$ cat config.mk
export PLATFORM = sky130hd
export DESIGN_NAME = mips_multicycle_controller_flat
export DESIGN_NICKNAME = d
export VERILOG_FILES = /design/src/rtl/mips_multicycle_controller_pkg.sv /design/src/rtl/mips_multicycle_controller_if.sv /design/src/rtl/mips_multicycle_controller_alu_decoder.sv /design/src/rtl/mips_multicycle_controller.sv /design/src/flat_wrapper.sv
export SDC_FILE = /design/constraint.sdc
export NUM_CORES = 1
export LEC_CHECK = 0
export BUFFER_PORTS_ARGS = -buffer_cell sky130_fd_sc_hd__buf_2
export CORE_UTILIZATION = 47
export CTS_CLUSTER_SIZE = 16
export DETAILED_ROUTE_END_ITERATION = 8
export GPL_ROUTABILITY_DRIVEN = 1
export PLACE_DENSITY = 0.77
export SYNTH_ARGS = -nofsm -noshare
export SYNTH_HDL_FRONTEND = slang
export SYNTH_HIERARCHICAL = 1
export SYNTH_SLANG_ARGS = --single-unit
export TNS_END_PERCENT = 10
$ cat constraint.sdc
create_clock -name clk -period 2.5 [get_ports clk]
set_input_delay 0.25 -clock clk [delete_from_list [all_inputs] [get_ports clk]]
set_output_delay 0.25 -clock clk [all_outputs]
set_load 0.01 [all_outputs]
$ cat src/rtl/mips_multicycle_controller_pkg.sv
// Shared definitions for the multicycle MIPS controller.
// Package mips_ctrl_pkg: FSM state enum, opcode/funct codes, ALUOP codes,
// aluControl codes shared with the datapath ALU, and an opcode-support helper.
// Optional feature macro: CTRL_JUMP_EN (enables the j instruction).
package mips_ctrl_pkg;

    typedef enum logic [3:0] {
        S_FETCH, S_DECODE, S_MEMADR, S_MEMRD, S_MEMWB, S_MEMWR,
        S_EXECUTE, S_ALUWB, S_BRANCH, S_ADDIEX, S_ADDIWB, S_JUMP
    } state_t;

    localparam logic [5:0] OP_RTYPE = 6'b000000;
    localparam logic [5:0] OP_LW    = 6'b100011;
    localparam logic [5:0] OP_SW    = 6'b101011;
    localparam logic [5:0] OP_BEQ   = 6'b000100;
    localparam logic [5:0] OP_ADDI  = 6'b001000;
    localparam logic [5:0] OP_J     = 6'b000010;

    localparam logic [5:0] FN_ADD = 6'b100000;
    localparam logic [5:0] FN_SUB = 6'b100010;
    localparam logic [5:0] FN_AND = 6'b100100;
    localparam logic [5:0] FN_OR  = 6'b100101;
    localparam logic [5:0] FN_SLT = 6'b101010;

    typedef enum logic [1:0] {
        ALUOP_ADD   = 2'b00,
        ALUOP_SUB   = 2'b01,
        ALUOP_FUNCT = 2'b10
    } aluop_t;

    localparam logic [2:0] ALU_ADD = 3'b010;
    localparam logic [2:0] ALU_SUB = 3'b110;
    localparam logic [2:0] ALU_AND = 3'b000;
    localparam logic [2:0] ALU_OR  = 3'b001;
    localparam logic [2:0] ALU_SLT = 3'b111;

    // True for opcodes the controller can sequence; everything else traps in DECODE.
    function automatic logic op_supported(input logic [5:0] op);
        case (op)
            OP_LW, OP_SW, OP_RTYPE, OP_BEQ, OP_ADDI: return 1'b1;
`ifdef CTRL_JUMP_EN
            OP_J: return 1'b1;
`endif
            default: return 1'b0;
        endcase
    endfunction

endpackage

$ cat src/rtl/mips_multicycle_controller_if.sv
// Controller <-> datapath bundle.
// master: controller (drives control lines, reads op/funct/zero).
// slave : datapath (drives op/funct from the IR and the ALU zero flag).
interface mips_multicycle_controller_if;
    logic [5:0] op;
    logic [5:0] funct;
    logic       zero;
    logic [2:0] aluControl;
    logic       alusrca;
    logic [1:0] alusrcb;
    logic [1:0] pcsrc;
    logic       pcen;
    logic       iord;
    logic       memwrite;
    logic       irwrite;
    logic       regdst;
    logic       memtoreg;
    logic       regwrite;
    logic       illegal;

    modport master (
        input  op, funct, zero,
        output aluControl, alusrca, alusrcb, pcsrc, pcen, iord,
               memwrite, irwrite, regdst, memtoreg, regwrite, illegal
    );

    modport slave (
        output op, funct, zero,
        input  aluControl, alusrca, alusrcb, pcsrc, pcen, iord,
               memwrite, irwrite, regdst, memtoreg, regwrite, illegal
    );
endinterface

$ cat src/rtl/mips_multicycle_controller_alu_decoder.sv
// mips_alu_decoder: combinational ALU decoder.
// Ports: aluop (add/sub/funct), funct (instr[5:0]) -> alu_control (3-bit ALU
// code), funct_illegal (unsupported funct while aluop selects funct decode).
module mips_alu_decoder
    import mips_ctrl_pkg::*;
(
    input  aluop_t     aluop,
    input  logic [5:0] funct,
    output logic [2:0] alu_control,
    output logic       funct_illegal
);

    always_comb begin
        alu_control   = ALU_ADD;
        funct_illegal = 1'b0;
        case (aluop)
            ALUOP_ADD: alu_control = ALU_ADD;
            ALUOP_SUB: alu_control = ALU_SUB;
            ALUOP_FUNCT: begin
                case (funct)
                    FN_ADD:  alu_control = ALU_ADD;
                    FN_SUB:  alu_control = ALU_SUB;
                    FN_AND:  alu_control = ALU_AND;
                    FN_OR:   alu_control = ALU_OR;
                    FN_SLT:  alu_control = ALU_SLT;
                    // Unknown funct keeps the harmless add code.
                    default: funct_illegal = 1'b1;
                endcase
            end
            default: ;
        endcase
    end

endmodule

$ cat src/rtl/mips_multicycle_controller.sv
// mips_multicycle_controller: Moore FSM sequencing a multicycle MIPS datapath.
// Ports: clk, reset (sync, active-high), bus (master modport of
// mips_multicycle_controller_if: op/funct/zero in, control lines out).
// Parameter FETCH_WAIT (0..15): extra FETCH cycles for slow instruction memory.
// Optional macro CTRL_JUMP_EN: adds the JUMP state for op 000010; otherwise
// that opcode is reported illegal.
module mips_multicycle_controller
    import mips_ctrl_pkg::*;
#(
    parameter int FETCH_WAIT = 0
) (
    input  logic                          clk,
    input  logic                          reset,
    mips_multicycle_controller_if.master  bus
);

    localparam logic [3:0] WAIT_LAST = FETCH_WAIT[3:0];

    state_t     state, state_next, ostate;
    logic [3:0] waitcnt;
    logic       fetch_done;
    aluop_t     aluop;
    logic [2:0] alu_control;
    logic       funct_bad;
    logic       pcwrite, branch;
    logic       irwrite_s, memwrite_s, regwrite_s, illegal_s;

    assign fetch_done = (waitcnt == WAIT_LAST);

    // State register
    always_ff @(posedge clk) begin
        if (reset) begin
            state   <= S_FETCH;
            waitcnt <= '0;
        end else begin
            state <= state_next;
            if (state == S_FETCH && !fetch_done)
                waitcnt <= waitcnt + 4'd1;
            else
                waitcnt <= '0;
        end
    end

    // Next-state logic
    always_comb begin
        state_next = S_FETCH;
        case (state)
            S_FETCH:   state_next = fetch_done ? S_DECODE : S_FETCH;
            S_DECODE: begin
                case (bus.op)
                    OP_LW, OP_SW: state_next = S_MEMADR;
                    OP_RTYPE:     state_next = S_EXECUTE;
                    OP_BEQ:       state_next = S_BRANCH;
                    OP_ADDI:      state_next = S_ADDIEX;
`ifdef CTRL_JUMP_EN
                    OP_J:         state_next = S_JUMP;
`endif
                    default:      state_next = S_FETCH;
                endcase
            end
            S_MEMADR:  state_next = (bus.op == OP_LW) ? S_MEMRD : S_MEMWR;
            S_MEMRD:   state_next = S_MEMWB;
            S_EXECUTE: state_next = funct_bad ? S_FETCH : S_ALUWB;
            S_ADDIEX:  state_next = S_ADDIWB;
            default:   state_next = S_FETCH;
        endcase
    end

    // While reset is held the outputs look like FETCH regardless of the
    // current state, so a mid-instruction reset never leaks a write.
    assign ostate = reset ? S_FETCH : state;

    // Output decode
    always_comb begin
        aluop       = ALUOP_ADD;
        bus.alusrca = 1'b0;
        bus.alusrcb = 2'b00;
        bus.pcsrc   = 2'b00;
        bus.iord    = 1'b0;
        bus.regdst  = 1'b0;
        bus.memtoreg = 1'b0;
        pcwrite     = 1'b0;
        branch      = 1'b0;
        irwrite_s   = 1'b0;
        memwrite_s  = 1'b0;
        regwrite_s  = 1'b0;
        illegal_s   = 1'b0;
        case (ostate)
            S_FETCH: begin
                bus.alusrcb = 2'b01;
                irwrite_s   = fetch_done;
                pcwrite     = fetch_done;
            end
            S_DECODE: begin
                bus.alusrcb = 2'b11;
                illegal_s   = !op_supported(bus.op);
            end
            S_MEMADR: begin
                bus.alusrca = 1'b1;
                bus.alusrcb = 2'b10;
            end
            S_MEMRD:  bus.iord = 1'b1;
            S_MEMWB: begin
                bus.memtoreg = 1'b1;
                regwrite_s   = 1'b1;
            end
            S_MEMWR: begin
                bus.iord   = 1'b1;
                memwrite_s = 1'b1;
            end
            S_EXECUTE: begin
                bus.alusrca = 1'b1;
                aluop       = ALUOP_FUNCT;
                illegal_s   = funct_bad;
            end
            S_ALUWB: begin
                bus.regdst = 1'b1;
                regwrite_s = 1'b1;
            end
            S_BRANCH: begin
                bus.alusrca = 1'b1;
                aluop       = ALUOP_SUB;
                bus.pcsrc   = 2'b01;
                branch      = 1'b1;
            end
            S_ADDIEX: begin
                bus.alusrca = 1'b1;
                bus.alusrcb = 2'b10;
            end
            S_ADDIWB: regwrite_s = 1'b1;
`ifdef CTRL_JUMP_EN
            S_JUMP: begin
                bus.pcsrc = 2'b10;
                pcwrite   = 1'b1;
            end
`endif
            default: ;
        endcase
    end

    assign bus.pcen     = !reset && (pcwrite || (branch && bus.zero));
    assign bus.irwrite  = !reset && irwrite_s;
    assign bus.memwrite = !reset && memwrite_s;
    assign bus.regwrite = !reset && regwrite_s;
    assign bus.illegal  = !reset && illegal_s;
    assign bus.aluControl = alu_control;

    mips_alu_decoder u_alu_dec (
        .aluop         (aluop),
        .funct         (bus.funct),
        .alu_control   (alu_control),
        .funct_illegal (funct_bad)
    );

endmodule

$ cat src/flat_wrapper.sv
// flat-port wrapper written by rule: the top's interface ports become plain ports
module mips_multicycle_controller_flat import mips_ctrl_pkg::*;
#(
    parameter int FETCH_WAIT = 0
)
  (clk, reset, bus_op, bus_funct, bus_zero, bus_aluControl, bus_alusrca, bus_alusrcb, bus_pcsrc, bus_pcen, bus_iord, bus_memwrite, bus_irwrite, bus_regdst, bus_memtoreg, bus_regwrite, bus_illegal);
  mips_multicycle_controller_if bus_i ();
  input  logic clk;
  input  logic reset;
  input wire logic [$bits(bus_i.op)-1:0] bus_op;
  input wire logic [$bits(bus_i.funct)-1:0] bus_funct;
  input wire logic [$bits(bus_i.zero)-1:0] bus_zero;
  output wire logic [$bits(bus_i.aluControl)-1:0] bus_aluControl;
  output wire logic [$bits(bus_i.alusrca)-1:0] bus_alusrca;
  output wire logic [$bits(bus_i.alusrcb)-1:0] bus_alusrcb;
  output wire logic [$bits(bus_i.pcsrc)-1:0] bus_pcsrc;
  output wire logic [$bits(bus_i.pcen)-1:0] bus_pcen;
  output wire logic [$bits(bus_i.iord)-1:0] bus_iord;
  output wire logic [$bits(bus_i.memwrite)-1:0] bus_memwrite;
  output wire logic [$bits(bus_i.irwrite)-1:0] bus_irwrite;
  output wire logic [$bits(bus_i.regdst)-1:0] bus_regdst;
  output wire logic [$bits(bus_i.memtoreg)-1:0] bus_memtoreg;
  output wire logic [$bits(bus_i.regwrite)-1:0] bus_regwrite;
  output wire logic [$bits(bus_i.illegal)-1:0] bus_illegal;
  assign bus_i.op = bus_op;
  assign bus_i.funct = bus_funct;
  assign bus_i.zero = bus_zero;
  assign bus_aluControl = bus_i.aluControl;
  assign bus_alusrca = bus_i.alusrca;
  assign bus_alusrcb = bus_i.alusrcb;
  assign bus_pcsrc = bus_i.pcsrc;
  assign bus_pcen = bus_i.pcen;
  assign bus_iord = bus_i.iord;
  assign bus_memwrite = bus_i.memwrite;
  assign bus_irwrite = bus_i.irwrite;
  assign bus_regdst = bus_i.regdst;
  assign bus_memtoreg = bus_i.memtoreg;
  assign bus_regwrite = bus_i.regwrite;
  assign bus_illegal = bus_i.illegal;
  mips_multicycle_controller #(.FETCH_WAIT(FETCH_WAIT)) u_core (.clk(clk), .reset(reset), .bus(bus_i));
endmodule
======== Word level (Yosys, flattened, before mapping) ========
Cells that the tools add are included.
operators by class
  $add $sub $neg .......................... 1
  equality and inequality tests ........... 26
  multiplexer cells ....................... 24
  bitwise gates (word level) .............. 1
  reduce and logical (&&, ||, !) cells .... 23
operators by type and width
  kind                                                  count
  equality test 6 bit (second input constant)           7
  case mux 4 bit (6 select lines)                       1
  equality test 4 x 3 -> 1 bit (second input constant)  5
  equality test 4 x 2 -> 1 bit (second input constant)  4
  equality test 4 bit (second input constant)           4
  case mux 4 bit (4 select lines)                       1
  2-to-1 mux 1 bit                                      14
  logical NOT 4 bit                                     3
  case mux 3 bit (4 select lines)                       1
  OR reduction 5 bit                                    2
  equality test 4 x 1 -> 1 bit (second input constant)  2
  OR reduction 2 bit                                    4
  logical AND 1 bit                                     7
  equality test 6 x 3 -> 1 bit (second input constant)  1
  equality test 6 x 4 -> 1 bit (second input constant)  1
  logical NOT 6 bit                                     1
  2-to-1 mux 3 bit                                      2
  case mux 2 bit (3 select lines)                       1
  case mux 3 bit (2 select lines)                       1
  adder 4 x 1 -> 4 bit (second input constant)          1
  2-to-1 mux 4 bit                                      1
  case mux 2 bit (2 select lines)                       1
  OR reduction 4 bit                                    1
  logical NOT 1 bit                                     3
  other kinds (6)                                       6
storage, ports and cells
  flip-flop bits (word level) ............. 8
  input bits .............................. 15
  output and inout port bits .............. 16
  logic and storage cells ................. 77

======== Longest topological paths before layout ========
Gate-level depths: netlist (run 1).
  word-level depth ........................ 7
  depth in mapped cells ................... 11
  mapped depth without buffers ............ 10

======== Modules after synthesis ========
Netlist (run 1), hierarchy kept.
modules (own cells, without submodules)
  module                      instances  cells each  area an instance (um^2)  seq. area each (um^2)
  mips_multicycle_controller  1          93          658.1                    160.2
  mips_alu_decoder            1          20          146.4                    0.0

======== Worst setup path before layout (run 1) ========
Ideal clock, no wire load.
  path type ............................... register to output
  from .................................... register u_core.state[2]
  to ...................................... output bus_aluControl[2]
  arrival time ............................ 1819 ps
  required time ........................... 2250 ps
  path slack .............................. 431 ps
  stages on the path, launching flop included .. 8
  buffers on the path ..................... 1
  path through ............................ dfxtp_1 -> buf_2 -> nand2b_1 -> nor4_1 -> inv_1 -> ha_1 -> nand4bb_1 -> o22ai_1
on the way
  word-level cells in the longest chain between the ends .. 5
  elaborated cells between the ends (all ways) .. 7
  classes of those cells .................. 4 x eq/ne; 3 x mux
ends and longest elaborated chain
  element                                                                     line                                          source
  from (decl)                                                                 mips_multicycle_controller.sv:19              state_t state, state_next, ostate;
  from (signal assigned)                                                      mips_multicycle_controller.sv:36              state <= state_next;
  2-to-1 mux 4 bit (*)                                                        mips_multicycle_controller.sv:71              assign ostate = reset ? S_FETCH : state;
  equality test 4 bit / equality test 4 x 3 -> 1 bit (equally long branches)  mips_multicycle_controller.sv:88              case (ostate)
  case mux 2 bit (2 select lines) (*)                                         mips_multicycle_controller.sv:88
  named net u_core.aluop[0]                                                   mips_multicycle_controller.sv:22              aluop_t aluop;
  equality test 2 bit / equality test 2 x 1 -> 1 bit (equally long branches)  mips_multicycle_controller_alu_decoder.sv:16  case (aluop)
  case mux 3 bit (2 select lines) (*)                                         mips_multicycle_controller_alu_decoder.sv:16
  to (decl)                                                                   flat_wrapper.sv:13                            output wire logic [$bits(bus_i.aluControl)-1:0] bus_aluControl;
Mark *: on every way through the listed nets, which the timed path passes. The rest lies on a longest branch.

======== Worst setup path after layout (run 1) ========
  from .................................... register u_core.state[3]
  to ...................................... output bus_aluControl[2]
on the way
  word-level cells in the longest chain between the ends .. 5
  elaborated cells between the ends (all ways) .. 7
  classes of those cells .................. 4 x eq/ne; 3 x mux
ends and longest elaborated chain
  element                                                                     line
  2-to-1 mux 4 bit (*)                                                        mips_multicycle_controller.sv:71
  equality test 4 bit / equality test 4 x 3 -> 1 bit (equally long branches)  mips_multicycle_controller.sv:88
  case mux 2 bit (2 select lines) (*)                                         mips_multicycle_controller.sv:88
  equality test 2 bit / equality test 2 x 1 -> 1 bit (equally long branches)  mips_multicycle_controller_alu_decoder.sv:16
  case mux 3 bit (2 select lines) (*)                                         mips_multicycle_controller_alu_decoder.sv:16
Every way passes the cells marked *; elsewhere a longest branch is shown, timed or not.

==> flow_summary.json, run 1 <==
{
  "worst_ep_required_time_ns": 2.25,
  "cp-end-kind": "output pin",
  "die_area_um2": 1880,
  "top_usage_layer": "met2",
  "area_growth_pct": 22.1,
  "grt_start_max_net_pins": 15,
  "antenna_cells": 0,
  "clockRootBuffer": "clkbuf_4",
  "holdPathEnd": "u_core/state[0]",
  "antenna_found_initial": 0,
  "reg2reg_slack_ns": 0.35,
  "clock_path_buffers": 2,
  "p_comb_share_pct": 21.1,
  "grt_usage_pct": 20.9,
  "seq_area_frac_synth_pct": 19.9,
  "core_area_um2": 1560,
  "hold_path_depth": 3,
  "drive_gt1_share_pct": 29.8,
  "internal_power_mw": 0.213,
  "gp_congestion": 0.937,
  "cts_inserted_buffers": 3,
  "p_leak_nw": 0.418,
  "setup_viol": 0,
  "ctsHoldBuffers": 0,
  "portBuffers": 29,
  "power_density_nw_per_um2": 306,
  "min_period_over_period_pct": 92.2,
  "multiInputGateArea_um2": 567,
  "cts.clk_slew.worst_paths_ns": 0.06,
  "crit_slowest_cell": "dfxtp_1",
  "critPathArrivalTime_ns": 2.06,
  "dr.first_iter.drc_count": 32,
  "r2r_end": "u_core/state[2]",
  "maxCapViolCount": 0,
  "wl_um": 1810,
  "hp-class": "in2reg",
  "synth-edff-count": 0,
  "layout_min_cycle_time_ns": 2.31,
  "drc": 6,
  "placement_rows": 14,
  "switchingPower_mw": 0.0884,
  "utilization_pct": 63.0,
  "cts_tree": "built",
  "violations": "design-rule violations",
  "hold_viol": 0,
  "switching_share_pct": 29.4,
  "yosys_warnings": 6,
  "die_w_um": 43.4,
  "rsz0062_at_grt": "no",
  "vias": 871,
  "fin_skew_ns": 0.00728,
  "globalRouteMet1Util_pct": 27.8,
  "finalPower_mw": 0.301,
  "io_pins": 31,
  "cts_setup_buffers": 0,
  "synthCells": 113,
  "seq_area_um2": 160,
  "reg2reg_depth": 10,
  "dpl.hpwl_um": 1450,
  "worstPathMaxFanout": 10,
  "grt_use_met3_pct": 2.08,
  "max-vdd-ir-drop_v": 0.000253,
  "wire_per_inst_um": 11.6,
  "grt_pass1_vias": 716,
  "worstHoldStart": "bus_op[3]",
  "via_per_inst": 5.55,
  "postRouteAntennaNets": 0,
  "grt-ovfl-total": 0,
  "grt_pass1_wl_um": 2970,
  "ys_ff_latch": 8,
  "fin_setup_tns_ns": 0,
  "avgSynthCellArea_um2": 7.12,
  "netlist_area_um2": 805,
  "maxSlewViolCount": 0,
  "max_freq_mhz": 434,
  "fp.dieH_um": 43.4,
  "power_frac_seq_pct": 44.1,
  "cp_slowest_stage_delay_ns": 0.50,
  "crit_path_cell_trace": "nand2b_1 -> nor4_2 -> inv_1 -> ha_1 -> nand4bb_1 -> o22ai_1 -> buf_2",
  "clk_latency_ns": 0.26,
  "r2r-start": "u_core/state[3]",
  "synthFlopType": "dfxtp_1",
  "start_util_pct": 51.6,
  "nets": 162,
  "firstDrtPassIters": 6,
  "h-tree-depth": 1,
  "ys_types": 41,
  "use_met2_pct": 32.7,
  "power_frac_clock_pct": 34.9,
  "cp-start-kind": "register",
  "worst-setup-path-type": "reg2out",
  "clock_sinks": 8,
  "fill_cells": 153,
  "async_flop_share_pct": 0,
  "status": "finished with violations",
  "mappedNetlistNets": 132
}
[worst max path at each step]
stage	from	cells after the start	end	slack (ns)
floorplan	u_core/state[2]	7	bus_aluControl[2]	0.43
global placement	u_core/state[3]	7	bus_aluControl[2]	0.42
detailed placement	u_core/state[3]	10	u_core/state[2]	0.39
CTS	u_core/state[3]	7	bus_aluControl[2]	0.09
global route	u_core/state[3]	7	bus_aluControl[2]	0.04
finish	u_core/state[3]	7	bus_aluControl[2]	0.19
[cell usage after synthesis, types with 3 or more instances]
master / instances / area [um^2]
nand4bb_1: 3 / 33.8
nand2b_1: 5 / 31.3
nor3_1: 7 / 35.0
xnor2_1: 3 / 26.3
inv_1: 12 / 45.0
buf_2: 4 / 20.0
a21oi_1: 6 / 30.0
nor2_1: 20 / 75.1
nor4_1: 3 / 18.8
ha_1: 4 / 50.1
dfxtp_1: 8 / 160
[cell usage in the layout (no fill, tap or decap), types with 4 or more instances in the layout]
| master | n |
|---|---|
| a21oi_1 | 6 |
| ha_1 | 4 |
| inv_1 | 12 |
| nor2_1 | 20 |
| buf_2 | 29 |
| nor3_1 | 7 |
| nand2b_1 | 5 |
| dfxtp_1 | 8 |
[kinds of logic after synthesis]
logic type | Yosys count | synth area share [%]
AO/OA/AOI/OAI | 21 | 18.2
XOR/XNOR | 4 | 4.36
adder cells (fa/ha/maj) | 4 | 6.22
buffers and inverters | 19 | 10.4
flip-flops | 8 | 19.9
multiplexers | 1 | 1.24
other | 1 | 0.466
AND/OR/NAND/NOR | 55 | 39.2
[timing repair]
item	4_1_cts	5_1_grt
setup endpoints to repair	0	2
hold endpoints to repair	0	0
resized for setup	0	1
[final cells by class]
class	count	share of cell area (%)
multi-input combinational	86	57.7
timing repair buffer	32	17.1
sequential	8	16.3
inverter	12	4.59
clock buffer	3	2.29
tap	16	2.04
[power by group through the flow]
stage	registers [mW]	logic, mW	clock network (mW)
detailed placement	0.135	0.0631	0
global route	0.133	0.0702	0.116
finish	0.133	0.0634	0.105
global placement	0.135	0.0627	0
CTS	0.132	0.0633	0.110
floorplan	0.134	0.0375	0
[metrics by stage]
stage	instances	instance area (um^2)	worst slack [ns]	hold slack, ns
finish	157	982	0.194	0.286
global route	157	982	0.0367	0.297
CTS	157	976	0.0914	0.278
detailed placement	154	953	0.389	0.461
global placement	154	953	0.416	0.448
floorplan	113	805	0.431	0.404
[sequential cells by signal, summed over array words and instances, names as in the netlist]
signal          count
u_core/state        4
u_core/waitcnt      4
[routing by layer]
layer | share of wire (%) | wire, um | vias up
met3 | 8.2 | 149 | 2
met2 | 45 | 816 | 36
met5 | 0 | 0 | -
li1 | - | - | 453
met4 | 1.4 | 25 | 0
met1 | 45 | 823 | 380
[worst max-delay path: cells and delay by family (launching register included)]
kind | cells | cell delay, ns
fa+ha+maj | 1 | 0.34
compound gates | 1 | 0.14
buf+inv | 2 | 0.22
flops | 1 | 0.50
simple gates | 3 | 0.59
No activity file was read; power rests on OpenSTA's default activity.
==> run 2: changes to the inputs <==
--- a/config.mk
+++ b/config.mk
@@ -5,12 +5,12 @@
 export SDC_FILE = /design/constraint.sdc
 export NUM_CORES = 1
 export LEC_CHECK = 0
-export BUFFER_PORTS_ARGS = -buffer_cell sky130_fd_sc_hd__buf_2
-export CORE_UTILIZATION = 47
+export CORE_UTILIZATION = 60
 export CTS_CLUSTER_SIZE = 16
 export DETAILED_ROUTE_END_ITERATION = 8
+export DONT_BUFFER_PORTS = 1
 export GPL_ROUTABILITY_DRIVEN = 1
-export PLACE_DENSITY = 0.77
+export PLACE_DENSITY = 0.76
 export SYNTH_ARGS = -nofsm -noshare
 export SYNTH_HDL_FRONTEND = slang
 export SYNTH_HIERARCHICAL = 1
==> run 2 against run 1 <==
Effect of this change:
- the run now ends clean
- clock skew grew 0.00095 ns
- global-route usage increased by 5.7 points
- worst setup slack got worse by 0.035 ns
- clock power is 7% lower
- fmax shrank 1.5%
- critical path depth unchanged
- cell count is 20% lower
- via count fell by 7.5%
- total power shrank 10%
- largest power group unchanged
==> flow_summary.json, run 2 (synthesized netlist as in run 1, its figures left out) <==
{
  "dpl.hpwl_um": 1390,
  "p_leak_nw": 0.289,
  "fin_skew_ns": 0.00823,
  "reg2reg_slack_ns": 0.22,
  "die_w_um": 38.6,
  "r2r_end": "u_core/state[2]",
  "setup_viol": 0,
  "area_growth_pct": 3.11,
  "clk_latency_ns": 0.26,
  "hold_path_depth": 2,
  "antenna_cells": 0,
  "tightest_slew_ns": 0.560,
  "holdPathEnd": "u_core/state[0]",
  "placement_rows": 12,
  "grt-ovfl-total": 0,
  "finalPower_mw": 0.270,
  "crit_top_cell": "inv_1",
  "layout_min_cycle_time_ns": 2.34,
  "vias": 806,
  "hp-class": "in2reg",
  "cts_tree": "built",
  "clockRootBuffer": "clkbuf_4",
  "max-vdd-ir-drop_v": 0.000349,
  "wl_um": 1770,
  "core_area_um2": 1170,
  "cp_slowest_stage_delay_ns": 0.37,
  "via_per_inst": 6.40,
  "worst_ep_required_time_ns": 2.25,
  "crit_path_cell_trace": "inv_1 -> nand3b_1 -> nor2_1 -> ha_1 -> inv_1 -> a41oi_1 -> a32o_1",
  "cts_inserted_buffers": 3,
  "dp_slack_ns": 0.207,
  "grt_pass1_vias": 704,
  "cp-start-kind": "register",
  "grt_pass1_wl_um": 2720,
  "clock_path_buffers": 2,
  "h-tree-depth": 1,
  "antenna_found_initial": 0,
  "clock_sinks": 8,
  "layout_common_cells": "20 x nor2_1, 12 x inv_1, 7 x nor3_1, 7 x dfxtp_1, 6 x a21oi_1",
  "grt_usage_pct": 26.6,
  "worstPathMaxFanout": 10,
  "dr.first_iter.drc_count": 22,
  "setup_ws_ns": 0.159,
  "final_common_cell": "nor2_1",
  "rsz0062_at_grt": "no",
  "worstHoldStart": "bus_op[3]",
  "crit_slowest_cell": "dfxtp_2",
  "die_area_um2": 1490,
  "cts_setup_buffers": 0,
  "firstDrtPassIters": 4,
  "holdWs_ns": 0.174,
  "drc": 0,
  "fp.dieH_um": 38.6,
  "postRouteAntennaNets": 0,
  "portBuffers": 0,
  "start_util_pct": 68.7,
  "maxSlewViolCount": 0,
  "maxCapViolCount": 0,
  "io_pins": 31,
  "top_regs": "u_core/state x4, u_core/waitcnt x4",
  "gp_congestion": 0.885,
  "wire_per_inst_um": 14.0,
  "power_density_nw_per_um2": 326,
  "nets": 133,
  "cp-end-kind": "output pin",
  "status": "finished, final reports clean",
  "reg2reg_depth": 10,
  "min_period_over_period_pct": 93.6,
  "grt_start_max_net_pins": 13,
  "fin_setup_tns_ns": 0,
  "critPathArrivalTime_ns": 2.09,
  "drive_gt1_share_pct": 11.6,
  "r2r-start": "u_core/state[3]",
  "slew_headroom_pct": 62.3,
  "ctsHoldBuffers": 0,
  "hold_viol": 0,
  "max_freq_mhz": 427,
  "cts.clk_slew.worst_paths_ns": 0.05,
  "worst-setup-path-type": "reg2out"
}
## run 2: cell count changes in the layout (fill, tap and decap cells not counted)
cell / delta
buf_2: -29
nor4_2: -1
nor4_1: +1
dfxtp_1: -1
dfxtp_2: +1
## run 2: final cells by class
type	instances	area [um^2]
multi-input cells	86	561
fillers	98	342
flip-flops and latches	8	161
inverters	12	45.0
clock buffers	3	22.5
repair buffers	3	22.5
well taps	14	17.5
## run 2: layer usage
layer  part of all wire (%)  global-route usage (%)  vias to the layer above
li1                       -                       -                      402
met3                    9.3                    10.4                        2
met4                   0.28                    5.17                        0
met5                      0                       0                        -
met2                     47                    43.3                       39
met1                     44                    33.0                      363
## run 2: worst max-delay path, delay by kind of cell (launching register included)
family | cells | cell delay (ns)
fa+ha+maj | 1 | 0.26
flops | 1 | 0.37
compound gates | 2 | 0.57
buf+inv | 2 | 0.20
simple gates | 2 | 0.45
## run 2: stage by stage
step	util [%]	area, um^2	std cells
after floorplan	-	805	113
after global placement	68.8	806	123
after detailed placement	68.8	806	123
after CTS	70.7	828	126
after global routing	70.8	830	126
final	70.8	830	126
## run 2: how the worst max path moves through the flow
stage	start	endpoint	slack (ns)	depth (start not counted)
finish	u_core/state[3]	bus_illegal	0.16	7
global route	u_core/state[3]	bus_illegal	0.03	7
CTS	u_core/state[3]	bus_illegal	0.12	7
detailed placement	u_core/state[3]	u_core/state[2]	0.21	10
global placement	u_core/state[3]	u_core/state[2]	0.20	10
floorplan	u_core/state[2]	bus_aluControl[2]	0.43	7
## run 2: what timing repair did
item / in CTS / in global routing
resized for setup: 0 / 1
endpoints found under the hold margin: 0 / 0
endpoints found under the setup margin: 0 / 4
## run 2: power by group
| part | leakage, nW | internal, mW | switching [mW] |
|---|---|---|---|
| clock network | 0.0138 | 0.0548 | 0.0428 |
| logic | 0.209 | 0.0173 | 0.0220 |
| registers | 0.0653 | 0.129 | 0.00396 |
